File: src/rtl/program_loader.sv
// program_loader: boot-time instruction-memory writer.
// Takes a byte stream (length header followed by MSB-first 16-bit words),
// writes the words to consecutive addresses from 0, and holds the CPU in
// reset until the whole image has been written.
// Optional feature macro: PROGRAM_LOADER_CHECKSUM_EN adds a trailing XOR
// checksum byte that must match the XOR of all word bytes.
module program_loader #(
  parameter int DATA_WIDTH = 16,
  parameter int ADDR_WIDTH = 10
) (
  input  logic                  Clock,
  input  logic                  Reset,
  input  logic                  iStart,
  input  logic [7:0]            iByte,
  input  logic                  iByteValid,
  output logic                  oByteReady,
  output logic                  oWriteEnable,
  output logic [ADDR_WIDTH-1:0] oWriteAddress,
  output logic [DATA_WIDTH-1:0] oWriteData,
  output logic                  oCpuReset,
  output logic                  oBusy,
  output logic                  oDone,
  output logic                  oError
);

  typedef enum logic [3:0] {
    S_IDLE,
    S_LEN_HI,
    S_LEN_LO,
    S_WORD_HI,
    S_WORD_LO,
    S_WRITE,
`ifdef PROGRAM_LOADER_CHECKSUM_EN
    S_CHECK,
`endif
    S_DONE,
    S_ERROR
  } state_t;

  state_t                state_q, state_d;
  logic [ADDR_WIDTH-1:0] addr_q, addr_d;
  logic [ADDR_WIDTH-1:0] remaining_q, remaining_d;
  logic [1:0]            lenHi_q, lenHi_d;
  logic [7:0]            hiByte_q, hiByte_d;
  logic [DATA_WIDTH-1:0] data_q, data_d;
  logic                  accept;
`ifdef PROGRAM_LOADER_CHECKSUM_EN
  logic [7:0]            checksum_q, checksum_d;
`endif

  // Next-state, datapath updates and state-decoded outputs.
  always_comb begin
    state_d       = state_q;
    addr_d        = addr_q;
    remaining_d   = remaining_q;
    lenHi_d       = lenHi_q;
    hiByte_d      = hiByte_q;
    data_d        = data_q;
`ifdef PROGRAM_LOADER_CHECKSUM_EN
    checksum_d    = checksum_q;
`endif
    oByteReady    = 1'b0;
    oWriteEnable  = 1'b0;
    oBusy         = 1'b1;
    oDone         = 1'b0;
    oError        = 1'b0;
    oCpuReset     = 1'b1;

    case (state_q)
      S_LEN_HI, S_LEN_LO, S_WORD_HI, S_WORD_LO: oByteReady = 1'b1;
`ifdef PROGRAM_LOADER_CHECKSUM_EN
      S_CHECK:                                  oByteReady = 1'b1;
`endif
      default:                                  oByteReady = 1'b0;
    endcase
    accept = iByteValid && oByteReady;

    case (state_q)
      S_IDLE, S_DONE, S_ERROR: begin
        oBusy     = 1'b0;
        oDone     = (state_q == S_DONE);
        oError    = (state_q == S_ERROR);
        oCpuReset = (state_q != S_DONE);
        if (iStart) begin
          state_d = S_LEN_HI;
          addr_d  = '0;
`ifdef PROGRAM_LOADER_CHECKSUM_EN
          checksum_d = 8'h00;
`endif
        end
      end
      S_LEN_HI: begin
        if (accept) begin
          if (iByte[7:2] != 6'd0) begin
            state_d = S_ERROR;
          end else begin
            lenHi_d = iByte[1:0];
            state_d = S_LEN_LO;
          end
        end
      end
      S_LEN_LO: begin
        if (accept) begin
          remaining_d = ADDR_WIDTH'({lenHi_q, iByte});
          state_d     = S_WORD_HI;
        end
      end
      S_WORD_HI: begin
        if (accept) begin
          hiByte_d = iByte;
`ifdef PROGRAM_LOADER_CHECKSUM_EN
          checksum_d = checksum_q ^ iByte;
`endif
          state_d  = S_WORD_LO;
        end
      end
      S_WORD_LO: begin
        if (accept) begin
          data_d  = DATA_WIDTH'({hiByte_q, iByte});
`ifdef PROGRAM_LOADER_CHECKSUM_EN
          checksum_d = checksum_q ^ iByte;
`endif
          state_d = S_WRITE;
        end
      end
      S_WRITE: begin
        oWriteEnable = 1'b1;
        if (remaining_q == '0) begin
`ifdef PROGRAM_LOADER_CHECKSUM_EN
          state_d = S_CHECK;
`else
          state_d = S_DONE;
`endif
        end else begin
          addr_d      = addr_q + 1'b1;
          remaining_d = remaining_q - 1'b1;
          state_d     = S_WORD_HI;
        end
      end
`ifdef PROGRAM_LOADER_CHECKSUM_EN
      S_CHECK: begin
        if (accept) begin
          state_d = (iByte == checksum_q) ? S_DONE : S_ERROR;
        end
      end
`endif
      default: state_d = S_IDLE;
    endcase
  end

  // State and datapath registers with synchronous reset.
  always_ff @(posedge Clock) begin
    if (Reset) begin
      state_q     <= S_IDLE;
      addr_q      <= '0;
      remaining_q <= '0;
      lenHi_q     <= 2'd0;
      hiByte_q    <= 8'h00;
      data_q      <= '0;
`ifdef PROGRAM_LOADER_CHECKSUM_EN
      checksum_q  <= 8'h00;
`endif
    end else begin
      state_q     <= state_d;
      addr_q      <= addr_d;
      remaining_q <= remaining_d;
      lenHi_q     <= lenHi_d;
      hiByte_q    <= hiByte_d;
      data_q      <= data_d;
`ifdef PROGRAM_LOADER_CHECKSUM_EN
      checksum_q  <= checksum_d;
`endif
    end
  end

  assign oWriteAddress = addr_q;
  assign oWriteData    = data_q;

endmodule

File: config.mk
export PLATFORM = sky130hd
export DESIGN_NAME = program_loader
export DESIGN_NICKNAME = d
export VERILOG_FILES = /design/src/rtl/program_loader.sv
export SDC_FILE = /design/constraint.sdc
export NUM_CORES = 1
export LEC_CHECK = 0
export CORE_MARGIN = 5
export CORE_UTILIZATION = 45
export DETAILED_ROUTE_END_ITERATION = 8
export GPL_TIMING_DRIVEN = 0
export PLACE_DENSITY = 0.75
export SYNTH_ARGS = -nofsm -noshare
export SYNTH_HDL_FRONTEND = slang
export SYNTH_SLANG_ARGS = --single-unit
File: constraint.sdc
create_clock -name Clock -period 5.78 [get_ports Clock]
set_input_delay 0.867 -clock Clock [delete_from_list [all_inputs] [get_ports Clock]]
set_output_delay 0.867 -clock Clock [all_outputs]
set_load 0.03 [all_outputs]
==> results.py <==
metrics = {
    "final_layout": {
        "fin_nets": 369,
        "area_growth_pct": 25.8,
        "fillers": 491,
        "drive_gt1_frac": 0.0674,
        "final_cell_mix": "nand2_1 (73), dfxtp_1 (49), clkdlybuf4s50_1 (43)",
        "final_util": 0.592,
        "mostFrequentLayoutCell": "nand2_1",
        "antennaDiodeCount": 0,
    },
    "placement": {
        "gp_congestion": 0.828,
        "port_buffers": 43,
        "hpwl_mm": 4.53,
    },
    "clocking": {
        "cts.path.max_buffers": 2,
        "cts.sinks": 49,
        "cts_root_buf": "clkbuf_8",
        "cts-hold-fix-buffers": 0,
        "cts_setup_buffers": 0,
        "htreeDepth": 2,
        "cts_tree": "done",
        "ctsResizeCount": 0,
        "clock_latency_ns": 0.31,
        "cts_made_buffers": 5,
        "cts.clk_slew.worst_paths_ns": 0.10,
    },
    "yosys": {
        "yosysTopAreaCell": "dfxtp_1",
        "syn_inst": 305,
        "ys_types": 52,
        "synth_edf_count": 0,
        "synth_fp_nets": 319,
        "synth_area_leaders": "dfxtp_1 (40%), nand2_1 (11%), a21oi_1 (6.7%)",
        "netlist.area_leader.share": 0.400,
        "ys_async_sr_fraction": 0,
        "syn_area_sq_um": 2450,
        "synth_ff_type": "dfxtp_1",
        "synth-seq-cells": 49,
        "syn_area_per_cell_sq_um": 8.03,
        "synth.yosys.seq_area_share": 0.400,
        "yosys_warnings": 0,
    },
    "critical_path": {
        "cp-start-kind": "flip-flop",
        "endpoint_kind": "primary output",
        "cpPeakStageDelay_ns": 0.67,
        "crit_required_ns": 4.91,
        "criticalPathCategory": "reg -> out",
        "critPathTopFamily": "buffers and inverters",
        "path_cells": "clkbuf_1, nand2_1, or2_2, inv_1, clkdlybuf4s50_1",
        "path_buf_inv": 3,
        "critPathArrivalTime_ns": 2.30,
        "cp_max_fo": 10,
        "crit_slowest_cell": "clkdlybuf4s50_1",
    },
    "timing": {
        "setup_tns_ns": 0,
        "min_period_ns": 3.16,
        "fmax_ghz": 0.316,
        "skew_ns": 0.00744,
        "worst_pin_slew_ns": 0.924,
        "finalSetupViolCount": 0,
        "finalMaxSlewViolations": 0,
        "fin_crit_sh": 0.547,
        "rsz0062_at_grt": "no",
        "hold_violations": 0,
        "maxSlewHeadroom": 0.379,
    },
    "power": {
        "ir_drop_mv": 0.158,
        "power_density_nw_per_um2": 288,
        "p_leak_nw": 1.03,
    },
    "worst_hold_path": {
        "hold_class": "reg -> reg",
    },
    "detailed_routing": {
        "drt-wirelength-per-cell_um": 14.4,
        "vias_per_cell": 5.56,
        "vias": 2369,
        "firstDrtPassIters": 4,
        "drc": 0,
        "antenna_left": 0,
        "drt_iter0_drc": 225,
        "wl_mm": 6.15,
    },
    "floorplanning": {
        "dieWidth_um": 83.8,
        "dieArea_sq_um": 7020,
        "initial_core_util": 0.471,
        "core_sq_um": 5200,
        "ios": 44,
        "dieHeight_um": 83.8,
        "rows": 26,
    },
    "global_routing": {
        "grt_max_degree": 17,
        "grt_antenna_before_repair": 0,
        "grt_pass1_wl_mm": 10.6,
        "gr-total-overflow": 0,
        "grt_pass1_vias": 2235,
        "grt_use_total": 0.179,
    },
    "run_status": {
        "run_status": "finished clean",
    },
    "run": {
        "max_cap_violations": 0,
    },
}
-- cell type report --
type	instances	area, sq um	area share
plain buffers	16	71.3	0.0231
clock buffers	5	68.8	0.0223
clock inverters	3	46.3	0.0150
inverters	10	37.5	0.0122
multi-input cells	230	1360	0.441
flip-flops and latches	49	981	0.318
well taps	70	87.6	0.0284
repair buffers	43	430	0.140
-- state kept, by name (all words and copies together), names as in the netlist --
signal / count
state_q: 3
oWriteAddress: 10
remaining_q: 10
oWriteData: 16
lenHi_q: 2
hiByte_q: 8
-- through the flow --
| step | total power [mW] | worst slack, ns | hold slack, ns | cells | cell area [sq um] |
|---|---|---|---|---|---|
| 3_5_place_dp | 0.643 | 2.78 | 0.446 | 418 | 2970 |
| 4_1_cts | 0.891 | 2.61 | 0.459 | 426 | 3080 |
| 3_3_place_gp | 0.641 | 2.80 | 0.442 | 418 | 2970 |
| 2_1_floorplan | 0.563 | 3.48 | 0.432 | 305 | 2450 |
| 5_1_grt | 0.936 | 2.50 | 0.485 | 426 | 3080 |
| 6_report | 0.887 | 2.62 | 0.458 | 426 | 3080 |
-- kinds of logic (layout without fill, tap and decap cells) --
family / after synthesis / count (layout) / synth area share
and+or+nand+nor: 136 / 136 / 0.275
AOI/OAI and AO/OA: 77 / 77 / 0.209
DFF: 49 / 49 / 0.400
buffers and inverters: 26 / 77 / 0.0444
muxes: 12 / 12 / 0.0501
xor gates and xnor gates: 3 / 3 / 0.0107
adders and majority gates: 2 / 2 / 0.0102
-- cell usage after synthesis, types with 2 or more instances --
cell	instances
nand2_1	73
dfxtp_1	49
a21oi_1	33
clkbuf_1	12
nand3_1	11
inv_1	10
mux2i_1	10
nor2_1	10
a211oi_1	7
nand2b_1	7
o21ai_0	6
a31oi_1	5
nor2b_1	4
nor3_1	4
o32ai_1	4
a21boi_0	3
buf_2	3
nor4_1	3
o2111ai_1	3
o211ai_1	3
or4_1	3
xnor2_1	3
a2111oi_0	2
a2bb2oi_1	2
and3_1	2
and4_1	2
ha_1	2
mux2_2	2
nand3b_1	2
nand4_1	2
or2_2	2
-- metal layers --
metal  vias up  wire (um)  share of wire  track usage
met4         0         78          0.013       0.0526
met3         8        443          0.072       0.0415
met5         -          0              0            0
met2        64       2830           0.46        0.290
li1       1194          -              -            -
met1      1103       2800           0.46        0.237
-- path summary, 6_finish.rpt --
| kind | start | to | slack (ns) | depth (start not counted) |
|---|---|---|---|---|
| max | state_q[1]$_SDFFE_PP0P_ | oDone | 2.62 | 5 |
| min | hiByte_q[2]$_SDFFE_PP0P_ | oWriteData[10]$_SDFFE_PP0P_ | 0.46 | 2 |
| max reg2reg | remaining_q[0]$_SDFFE_PP0P_ | remaining_q[7]$_SDFFE_PP0P_ | 3.54 | 7 |
| min reg2reg | hiByte_q[2]$_SDFFE_PP0P_ | oWriteData[10]$_SDFFE_PP0P_ | 0.46 | 2 |
-- tightest hold or removal path, cell delays in order (launching register included) --
cell     delay [ns]
dfxtp_1        0.32
nand2_1        0.05
a21oi_1        0.05
-- power by group --
part | internal, mW | switching (mW) | leakage, nW
Clock | 0.130 | 0.119 | 0.0543
Combinational | 0.106 | 0.162 | 0.575
Sequential | 0.353 | 0.0168 | 0.396
Total | 0.589 | 0.298 | 1.03
Note: power is estimated with default switching activity, not from simulation.
